<file path="config.mk">
export PLATFORM = sky130hd
export DESIGN_NAME = adder_operand_sequencer_flat
export DESIGN_NICKNAME = d
export VERILOG_FILES = /design/src/rtl/adder_operand_sequencer_if.sv /design/src/rtl/adder_operand_sequencer.sv /design/src/flat_wrapper.sv
export SDC_FILE = /design/constraint.sdc
export NUM_CORES = 1
export LEC_CHECK = 0
export ABC_AREA = 1
export ABC_CLOCK_PERIOD_IN_PS = 4410
export CORE_ASPECT_RATIO = 0.75
export CORE_MARGIN = 2
export CORE_UTILIZATION = 54
export DETAILED_ROUTE_END_ITERATION = 8
export GPL_ROUTABILITY_DRIVEN = 0
export PLACE_DENSITY = 0.89
export SYNTH_ARGS = -nofsm -noshare
export SYNTH_HDL_FRONTEND = slang
export SYNTH_SLANG_ARGS = --single-unit
</file>
<file path="constraint.sdc">
create_clock -name clk -period 4.41 [get_ports clk]
set_input_delay 1.323 -clock clk [delete_from_list [all_inputs] [get_ports clk]]
set_output_delay 1.323 -clock clk [all_outputs]
set_load 0.05 [all_outputs]
</file>
<file path="src/rtl/adder_operand_sequencer_if.sv">
// Switch/button bus for the adder operand sequencer: raw board inputs in,
// operand/result registers and status out.
interface adder_operand_sequencer_if;
    logic [3:0] y;
    logic       pb_load;
    logic       pb_clr;
    logic [6:0] a;
    logic [6:0] b;
    logic [6:0] sum;
    logic       cout;
    logic       valid;
    logic [2:0] stage;
    logic       load_ack;

    // Board side: drives switches/buttons, observes registers.
    modport master (
        output y, pb_load, pb_clr,
        input  a, b, sum, cout, valid, stage, load_ack
    );

    // Sequencer side.
    modport slave (
        input  y, pb_load, pb_clr,
        output a, b, sum, cout, valid, stage, load_ack
    );
endinterface

</file>
<file path="src/rtl/adder_operand_sequencer.sv">
// Adder operand sequencer: one load button steps a 4-bit switch bank through
// A[3:0], A[6:4], B[3:0], B[6:4], then computes and presents {cout,sum}=a+b.
// Build option: define ADDER_SEQ_DEBOUNCE_EN to insert the DB_CYCLES debounce
// filter between the synchronisers and the edge detectors; without it the
// edge detectors tap the synchronisers directly and DB_CYCLES/DB_W are unused.
module adder_operand_sequencer #(
    parameter int unsigned DB_CYCLES = 250000,
    parameter int unsigned DB_W      = 18
) (
    input logic                        clk,
    input logic                        rst_n,
    adder_operand_sequencer_if.slave   bus
);

    typedef enum logic [2:0] {
        StALo   = 3'd0,
        StAHi   = 3'd1,
        StBLo   = 3'd2,
        StBHi   = 3'd3,
        StCalc  = 3'd4,
        StResult = 3'd5
    } state_e;

    // Bit 0 is the load button, bit 1 the clear button.
    logic [1:0] sync1_q;
    logic [1:0] sync2_q;
    logic [1:0] filt_lvl;
    logic [1:0] edge_q;
    logic [1:0] pulse;
    logic       ld_p;
    logic       clr_p;

    state_e     state_q;
    logic [6:0] a_q;
    logic [6:0] b_q;
    logic [6:0] sum_q;
    logic       cout_q;
    logic       valid_q;
    logic       load_ack_q;

    // Two-flop synchroniser for both raw buttons.
    always_ff @(posedge clk or negedge rst_n) begin
        if (!rst_n) begin
            sync1_q <= '0;
            sync2_q <= '0;
        end else begin
            sync1_q <= {bus.pb_clr, bus.pb_load};
            sync2_q <= sync1_q;
        end
    end

`ifdef ADDER_SEQ_DEBOUNCE_EN
    logic [1:0][DB_W-1:0] db_cnt_q;
    logic [1:0]           db_lvl_q;

    // Debounce: adopt the synchronised level after DB_CYCLES equal samples;
    // any sample matching the current level restarts the count.
    always_ff @(posedge clk or negedge rst_n) begin
        if (!rst_n) begin
            db_cnt_q <= '0;
            db_lvl_q <= '0;
        end else begin
            for (int i = 0; i < 2; i++) begin
                if (sync2_q[i] == db_lvl_q[i]) begin
                    db_cnt_q[i] <= '0;
                end else if (db_cnt_q[i] == DB_W'(DB_CYCLES - 1)) begin
                    db_lvl_q[i] <= sync2_q[i];
                    db_cnt_q[i] <= '0;
                end else begin
                    db_cnt_q[i] <= db_cnt_q[i] + 1'b1;
                end
            end
        end
    end

    assign filt_lvl = db_lvl_q;
`else
    // Clean-input build: every synchronised edge becomes a pulse.
    assign filt_lvl = sync2_q;
`endif

    // Previous filtered level for rising-edge detection.
    always_ff @(posedge clk or negedge rst_n) begin
        if (!rst_n) begin
            edge_q <= '0;
        end else begin
            edge_q <= filt_lvl;
        end
    end

    assign pulse = filt_lvl & ~edge_q;
    assign ld_p  = pulse[0];
    assign clr_p = pulse[1];

    // Sequencer FSM with registered operand/result/status outputs; clear wins over load.
    always_ff @(posedge clk or negedge rst_n) begin
        if (!rst_n) begin
            state_q    <= StALo;
            a_q        <= '0;
            b_q        <= '0;
            sum_q      <= '0;
            cout_q     <= 1'b0;
            valid_q    <= 1'b0;
            load_ack_q <= 1'b0;
        end else begin
            load_ack_q <= ld_p;
            if (clr_p) begin
                state_q <= StALo;
                a_q     <= '0;
                b_q     <= '0;
                sum_q   <= '0;
                cout_q  <= 1'b0;
                valid_q <= 1'b0;
            end else begin
                case (state_q)
                    StALo: begin
                        if (ld_p) begin
                            a_q[3:0] <= bus.y;
                            state_q  <= StAHi;
                        end
                    end
                    StAHi: begin
                        if (ld_p) begin
                            a_q[6:4] <= bus.y[2:0];
                            state_q  <= StBLo;
                        end
                    end
                    StBLo: begin
                        if (ld_p) begin
                            b_q[3:0] <= bus.y;
                            state_q  <= StBHi;
                        end
                    end
                    StBHi: begin
                        if (ld_p) begin
                            b_q[6:4] <= bus.y[2:0];
                            state_q  <= StCalc;
                        end
                    end
                    StCalc: begin
                        {cout_q, sum_q} <= {1'b0, a_q} + {1'b0, b_q};
                        valid_q         <= 1'b1;
                        state_q         <= StResult;
                    end
                    StResult: begin
                        if (ld_p) begin
                            valid_q <= 1'b0;
                            state_q <= StALo;
                        end
                    end
                    default: begin
                        state_q <= StALo;
                    end
                endcase
            end
        end
    end

    assign bus.a        = a_q;
    assign bus.b        = b_q;
    assign bus.sum      = sum_q;
    assign bus.cout     = cout_q;
    assign bus.valid    = valid_q;
    assign bus.stage    = state_q;
    assign bus.load_ack = load_ack_q;

endmodule
</file>
<file path="src/flat_wrapper.sv">
// flat-port wrapper written by rule: the top's interface ports become plain ports
module adder_operand_sequencer_flat 
#(
    parameter int unsigned DB_CYCLES = 250000,
    parameter int unsigned DB_W      = 18
)
  (clk, rst_n, bus_y, bus_pb_load, bus_pb_clr, bus_a, bus_b, bus_sum, bus_cout, bus_valid, bus_stage, bus_load_ack);
  adder_operand_sequencer_if bus_i ();
  input logic clk;
  input logic rst_n;
  input wire logic [$bits(bus_i.y)-1:0] bus_y;
  input wire logic [$bits(bus_i.pb_load)-1:0] bus_pb_load;
  input wire logic [$bits(bus_i.pb_clr)-1:0] bus_pb_clr;
  output wire logic [$bits(bus_i.a)-1:0] bus_a;
  output wire logic [$bits(bus_i.b)-1:0] bus_b;
  output wire logic [$bits(bus_i.sum)-1:0] bus_sum;
  output wire logic [$bits(bus_i.cout)-1:0] bus_cout;
  output wire logic [$bits(bus_i.valid)-1:0] bus_valid;
  output wire logic [$bits(bus_i.stage)-1:0] bus_stage;
  output wire logic [$bits(bus_i.load_ack)-1:0] bus_load_ack;
  assign bus_i.y = bus_y;
  assign bus_i.pb_load = bus_pb_load;
  assign bus_i.pb_clr = bus_pb_clr;
  assign bus_a = bus_i.a;
  assign bus_b = bus_i.b;
  assign bus_sum = bus_i.sum;
  assign bus_cout = bus_i.cout;
  assign bus_valid = bus_i.valid;
  assign bus_stage = bus_i.stage;
  assign bus_load_ack = bus_i.load_ack;
  adder_operand_sequencer #(.DB_CYCLES(DB_CYCLES), .DB_W(DB_W)) u_core (.clk(clk), .rst_n(rst_n), .bus(bus_i));
endmodule
</file>
==> results of run 1 <==
-- power by group through the flow --
stage | clock network [uW] | logic [uW] | registers, uW
2_1_floorplan | 0 | 246 | 611
3_3_place_gp | 0 | 616 | 416
3_5_place_dp | 0 | 627 | 418
4_1_cts | 223 | 630 | 413
5_1_grt | 232 | 682 | 422
6_report | 218 | 629 | 414
-- kinds of logic (layout without fill, tap and decap cells) --
group	after synthesis	in the layout	synth area share
compound gates	31	31	0.1196
fa+ha+maj	8	8	0.06347
buf+inv	37	79	0.08413
flops	33	33	0.4871
simple gates	94	94	0.2458
-- through the flow --
stage	std cells	total power, uW	worst slack (ns)
after floorplan	203	856.9	2.402
after global placement	275	1032	1.844
after detailed placement	275	1045	1.827
after CTS	283	1266	1.503
after global routing	283	1337	1.474
final	283	1261	1.507
-- per-layer routing --
metal  up-vias  share of wire
met5         -              0
met4         0          0.014
met3         4          0.061
met2        44           0.43
met1       688           0.50
li1        730              -
-- area by class of cell --
cell class / instances / area [um2]
flip-flops and latches: 33 / 825.8
fillers: 232 / 812.0
multi-input cells: 133 / 726.9
repair buffers: 35 / 347.8
inverters: 36 / 135.1
clock buffers: 6 / 72.57
well taps: 38 / 47.55
clock inverters: 2 / 10.01
-- placed cells by master, fill, tap and decap left out, drive strengths merged --
| cell type | count |
|---|---|
| nand3 | 17 |
| clkbuf | 6 |
| o21ai | 21 |
| nand2 | 62 |
| dfrtp | 33 |
| nor2 | 12 |
| a22o | 1 |
| o31ai | 2 |
| nor3 | 2 |
| inv | 36 |
| buf | 1 |
| o22ai | 1 |
| ha | 7 |
| a21oi | 6 |
| clkinv | 2 |
| clkdlybuf4s50 | 34 |
| fa | 1 |
| and2 | 1 |
-- worst max-delay path by stage --
stage	end	cells past startpoint	slack [ns]	startpoint
finish	bus_stage[2]	1	1.51	u_core.bus.stage[2]
global route	bus_stage[1]	1	1.47	u_core.bus.stage[1]
CTS	bus_stage[2]	1	1.50	u_core.bus.stage[2]
detailed placement	bus_stage[2]	1	1.83	u_core.bus.stage[2]
global placement	bus_stage[2]	1	1.84	u_core.bus.stage[2]
floorplan	bus_stage[2]	0	2.40	u_core.bus.stage[2]
-- registers in the layout, summed over array words and instances (netlist names) --
signal               count
u_core.bus.a             7
u_core.bus.b             7
u_core.bus.cout          1
u_core.bus.load_ack      1
u_core.bus.stage         3
u_core.bus.sum           7
u_core.bus.valid         1
u_core.edge_q            2
u_core.filt_lvl          2
u_core.sync1_q           2
==> impl_metrics.py, run 1 <==
metrics = {
    "synthesis": {
        "yosysWarnings": 0,
        "synth_top_area_share": 0.4871,
        "avgSynthCellArea_um2": 8.352,
        "async_reset_ff_frac": 1.000,
        "synth_edf_count": 0,
        "synth-seq-cells": 33,
        "synth_area_leader_cell": "dfrtp_1",
        "seq_area_frac_synth": 0.4871,
        "synth_nets": 219,
        "synth_area_um2": 1695,
        "synthCells": 203,
        "ys_top_cells_by_count": "nand2_1, dfrtp_1, inv_1",
        "netlist-cell-type-count": 24,
        "synth_area_leaders": "dfrtp_1, nand2_1, inv_1",
        "yosysMostFrequentCell": "nand2_1",
        "synth_ff_type": "dfrtp_1",
    },
    "worst_setup_path": {
        "r2r_cells": 5,
        "critPathCaptureType": "primary output",
        "r2r_setup_slack_ns": 2.65,
        "arrival_ns": 1.58,
        "critPathSlowestCell": "clkdlybuf4s50_1",
        "worst-path-max-fanout": 5,
        "cpPeakStageDelay_ns": 0.84,
        "cp_top_family": "buffers and inverters",
        "r2r-end": "u_core.bus.b[0]",
        "cp.required_ns": 3.09,
        "crit_buf_inv": 1,
        "critPathKind": "reg -> out",
        "cp-start-kind": "register",
        "worstReg2RegStart": "u_core.filt_lvl[1]",
        "crit_chain": "clkdlybuf4s50_1",
    },
    "routing": {
        "vias": 1466,
        "drc": 0,
        "drt_iter0_markers": 93,
        "routed_via_density": 5.180,
        "wl_per_cell_um": 12.73,
        "detail-route-antenna-nets": 0,
        "totalWireLength_um": 3604,
        "first_pass_iters": 4,
    },
    "clock_tree": {
        "post_cts.repair.setup_buffers": 0,
        "cts_resized": 0,
        "worst_skew_pair.late_latency_ns": 0.29,
        "htree_levels": 2,
        "root_buffer": "clkbuf_8",
        "numCtsBuffers": 5,
        "path_clk_slew_ns": 0.07,
        "cts_sinks": 33,
        "cts_tree": "built",
        "clk_path_buf_depth": 2,
        "ctsHoldBuffers": 0,
    },
    "global_routing": {
        "overflow": 0,
        "antenna_found_initial": 0,
        "grtUsageMet3": 0.05806,
        "grt_max_degree": 34,
        "top_usage_layer": "met1",
        "grt_pass1_wl_um": 5823,
        "met2_usage": 0.3269,
        "grt_use_met1": 0.3361,
        "track_usage": 0.2342,
        "first_global_vias": 1261,
    },
    "timing": {
        "min_period_over_period": 0.6583,
        "finalClockSkew_ns": 0.004214,
        "slew_violations": 0,
        "tns_ns": 0,
        "setup_viol": 0,
        "grt_setup_unrepaired": "false",
        "tightest_slew_ns": 0.5640,
        "relSlewSlack": 0.6231,
        "hold_violations": 0,
        "period_needed_ns": 2.903,
        "hold_slack_ns": 0.3551,
        "fmax_ghz": 0.3444,
    },
    "die": {
        "die_h_um": 52.53,
        "die_area_um2": 3608,
        "die_x_um": 68.70,
        "placeableCoreArea_um2": 2978,
        "ios": 35,
        "row_count": 17,
        "initial_utilization": 0.5693,
    },
    "power": {
        "p_clk_frac": 0.173,
        "power.switching_uw": 586.6,
        "p_per_area_nw_per_um2": 582.4,
        "p_comb_frac": 0.499,
        "power_frac_seq": 0.328,
        "sw_frac_of_total": 0.4651,
        "peakVddDrop_mv": 0.3271,
        "p_int_uw": 674.7,
        "leakagePower_uw": 0.001108,
    },
    "min_path": {
        "min_path_type": "reg -> reg",
        "worstHoldEndpoint": "u_core.filt_lvl[0]",
        "min_path_cells": 0,
        "min_from": "u_core.sync1_q[0]",
    },
    "placement": {
        "dpl_cell_area_um2": 2083,
        "dp_hpwl_um": 2685,
        "io_buffers": 34,
    },
    "flow_run": {
        "maxCapViolCount": 0,
    },
    "cells_and_area": {
        "nNetsFinal": 260,
        "drive_above_1_share": 0.1020,
        "insertedDiodeCount": 0,
        "fin_area_um2": 2166,
        "syn_to_final_growth_pct": 27.75,
        "final_util": 0.7273,
    },
    "run_status": {
        "status": "completed",
    },
}
No activity file was read; power rests on OpenSTA's default activity.
==> run 2, diff against run 1 <==
--- a/config.mk
+++ b/config.mk
@@ -6,13 +6,13 @@
 export NUM_CORES = 1
 export LEC_CHECK = 0
 export ABC_AREA = 1
-export ABC_CLOCK_PERIOD_IN_PS = 4410
+export ABC_CLOCK_PERIOD_IN_PS = 2850
 export CORE_ASPECT_RATIO = 0.75
 export CORE_MARGIN = 2
-export CORE_UTILIZATION = 54
+export CORE_UTILIZATION = 50
 export DETAILED_ROUTE_END_ITERATION = 8
 export GPL_ROUTABILITY_DRIVEN = 0
-export PLACE_DENSITY = 0.89
+export PLACE_DENSITY = 0.83
 export SYNTH_ARGS = -nofsm -noshare
 export SYNTH_HDL_FRONTEND = slang
 export SYNTH_SLANG_ARGS = --single-unit
==> constraint.sdc (replaced) <==
create_clock -name clk -period 2.85 [get_ports clk]
set_input_delay 0.855 -clock clk [delete_from_list [all_inputs] [get_ports clk]]
set_output_delay 0.855 -clock clk [all_outputs]
set_load 0.05 [all_outputs]
==> run 2 against run 1 <==
- flip-flop and latch count stayed put
- global-route usage is 2.4 points lower
- clock skew hardly changed
- cell count is 0.71% higher
- non-clock buffer count stayed put
- core utilization is 6.4 points lower
- routed wire length is 0.75% higher
- sequential share of layout area stayed put
- design area stayed put
- critical path type unchanged
- critical endpoint is now bus_stage[1]
- largest power group unchanged
- highest routed layer unchanged
==> impl_metrics.py, run 2 (synthesized netlist as in run 1, its figures left out) <==
metrics = {
    "run_status": {
        "status": "completed",
    },
    "timing": {
        "fmax_ghz": 0.4143,
        "min_period_over_period": 0.8469,
        "tightest_slew_ns": 0.5552,
        "setup_viol": 0,
        "finalClockSkew_ns": 0.004693,
        "hold_violations": 0,
        "tns_ns": 0,
        "fin_ws_ns": 0.4362,
        "slew_violations": 0,
        "grt_setup_unrepaired": "false",
        "relSlewSlack": 0.6289,
        "period_needed_ns": 2.414,
    },
    "clock_tree": {
        "path_clk_slew_ns": 0.06,
        "cts_sinks": 33,
        "cts_tree": "built",
        "root_buffer": "clkbuf_8",
        "ctsHoldBuffers": 0,
        "worst_skew_pair.late_latency_ns": 0.28,
        "post_cts.repair.setup_buffers": 0,
        "numCtsBuffers": 5,
        "clk_path_buf_depth": 2,
        "cts_resized": 0,
        "htree_levels": 2,
    },
    "global_routing": {
        "top_usage_layer": "met2",
        "grt_max_degree": 34,
        "antenna_found_initial": 0,
        "met2_usage": 0.3148,
        "grtUsageMet3": 0.08287,
        "first_global_vias": 1227,
        "grt_pass1_wl_um": 5871,
        "overflow": 0,
        "grt_use_met1": 0.2876,
        "track_usage": 0.2102,
    },
    "routing": {
        "wl_per_cell_um": 12.74,
        "totalWireLength_um": 3631,
        "routed_via_density": 5.039,
        "drc": 0,
        "detail-route-antenna-nets": 0,
        "drt_iter0_markers": 75,
        "first_pass_iters": 4,
        "vias": 1436,
    },
    "cells_and_area": {
        "fin_area_um2": 2166,
        "drive_above_1_share": 0.09388,
        "insertedDiodeCount": 0,
        "mostFrequentLayoutCell": "nand2_1",
        "syn_to_final_growth_pct": 27.75,
        "final_cell_mix": "nand2_1, clkdlybuf4s50_1, dfrtp_1",
        "nNetsFinal": 260,
        "multi_input_area_um2": 726.9,
        "n_fill_cell": 281,
        "seq_area_um2": 825.8,
    },
    "die": {
        "row_count": 18,
        "ios": 35,
        "die_x_um": 71.24,
        "placeableCoreArea_um2": 3266,
        "initial_utilization": 0.5192,
        "die_area_um2": 3878,
        "die_h_um": 54.43,
    },
    "power": {
        "power_frac_seq": 0.329,
        "peakVddDrop_mv": 0.4844,
        "power.switching_uw": 901.1,
        "p_clk_frac": 0.168,
        "power.total_uw": 1951,
        "p_comb_frac": 0.503,
        "p_per_area_nw_per_um2": 900.7,
        "p_int_uw": 1050,
        "leakagePower_uw": 0.001102,
        "sw_frac_of_total": 0.4619,
    },
    "flow_run": {
        "maxCapViolCount": 0,
    },
    "worst_setup_path": {
        "cp-start-kind": "register",
        "cp_top_family": "buffers and inverters",
        "crit_buf_inv": 1,
        "cp.required_ns": 2.00,
        "worstReg2RegStart": "u_core.filt_lvl[1]",
        "worst-path-max-fanout": 5,
        "crit_chain": "clkdlybuf4s50_1",
        "cpPeakStageDelay_ns": 0.84,
        "critPathCaptureType": "primary output",
        "critPathSlowestCell": "clkdlybuf4s50_1",
        "cp-startpoint": "u_core.bus.stage[1]",
        "critPathKind": "reg -> out",
        "arrival_ns": 1.56,
    },
    "min_path": {
        "min_path_type": "reg -> reg",
        "min_from": "u_core.sync1_q[0]",
    },
    "placement": {
        "dp_slack_ns": 0.7351,
        "dp_hpwl_um": 2707,
        "io_buffers": 34,
        "dpl_cell_area_um2": 2086,
    },
}
## run 2: changes by cell type in the layout (fill, tap and decap cells not counted), sizes merged
cell / change
clkinv: -2
clkbuf: +2
## run 2: power by group through the flow
stage / clock network, uW / logic (uW) / registers (uW)
finish: 328 / 981 / 641
global route: 364 / 1060 / 653
CTS: 335 / 982 / 643
detailed placement: 0 / 977 / 649
global placement: 0 / 958 / 643
floorplan: 0 / 380 / 946
## run 2: layer usage
layer,part of all wire,vias up
met5,0,-
met4,0.0080,0
met3,0.083,5
met2,0.44,51
met1,0.47,658
li1,-,722
## run 2: final cells by class
class	instances	area share
inverter	36	0.06239
timing repair buffer	35	0.1606
clock buffer	8	0.03697
sequential	33	0.3813
multi-input combinational	133	0.3356
tap	40	0.02311
## run 2: path summary, 6_finish.rpt
kind / to / slack [ns] / depth (start not counted)
max: bus_stage[1] / 0.44 / 1
min: u_core.filt_lvl[0] / 0.35 / 0
max reg2reg: u_core.bus.a[6] / 1.07 / 5
min reg2reg: u_core.filt_lvl[0] / 0.35 / 0
max in group asynchronous: u_core.bus.b[2] / 1.60 / 2
min in group asynchronous: u_core.bus.a[5] / 0.96 / 2
## run 2: per-stage QoR
step / std cells / utilization / hold WS, ns
after floorplan: 203 / - / 0.3312
after global placement: 277 / 0.6387 / 0.3343
after detailed placement: 277 / 0.6387 / 0.3378
after CTS: 285 / 0.6632 / 0.3615
after global routing: 285 / 0.6632 / 0.3682
final: 285 / 0.6632 / 0.3546
## run 2: worst register-to-register path, stage by stage (launching register included)
cell and delay, ns:
dfrtp_1 0.38, nand2_1 0.43, inv_1 0.30, nor2_1 0.39, nand2_1 0.13, o21ai_1 0.09
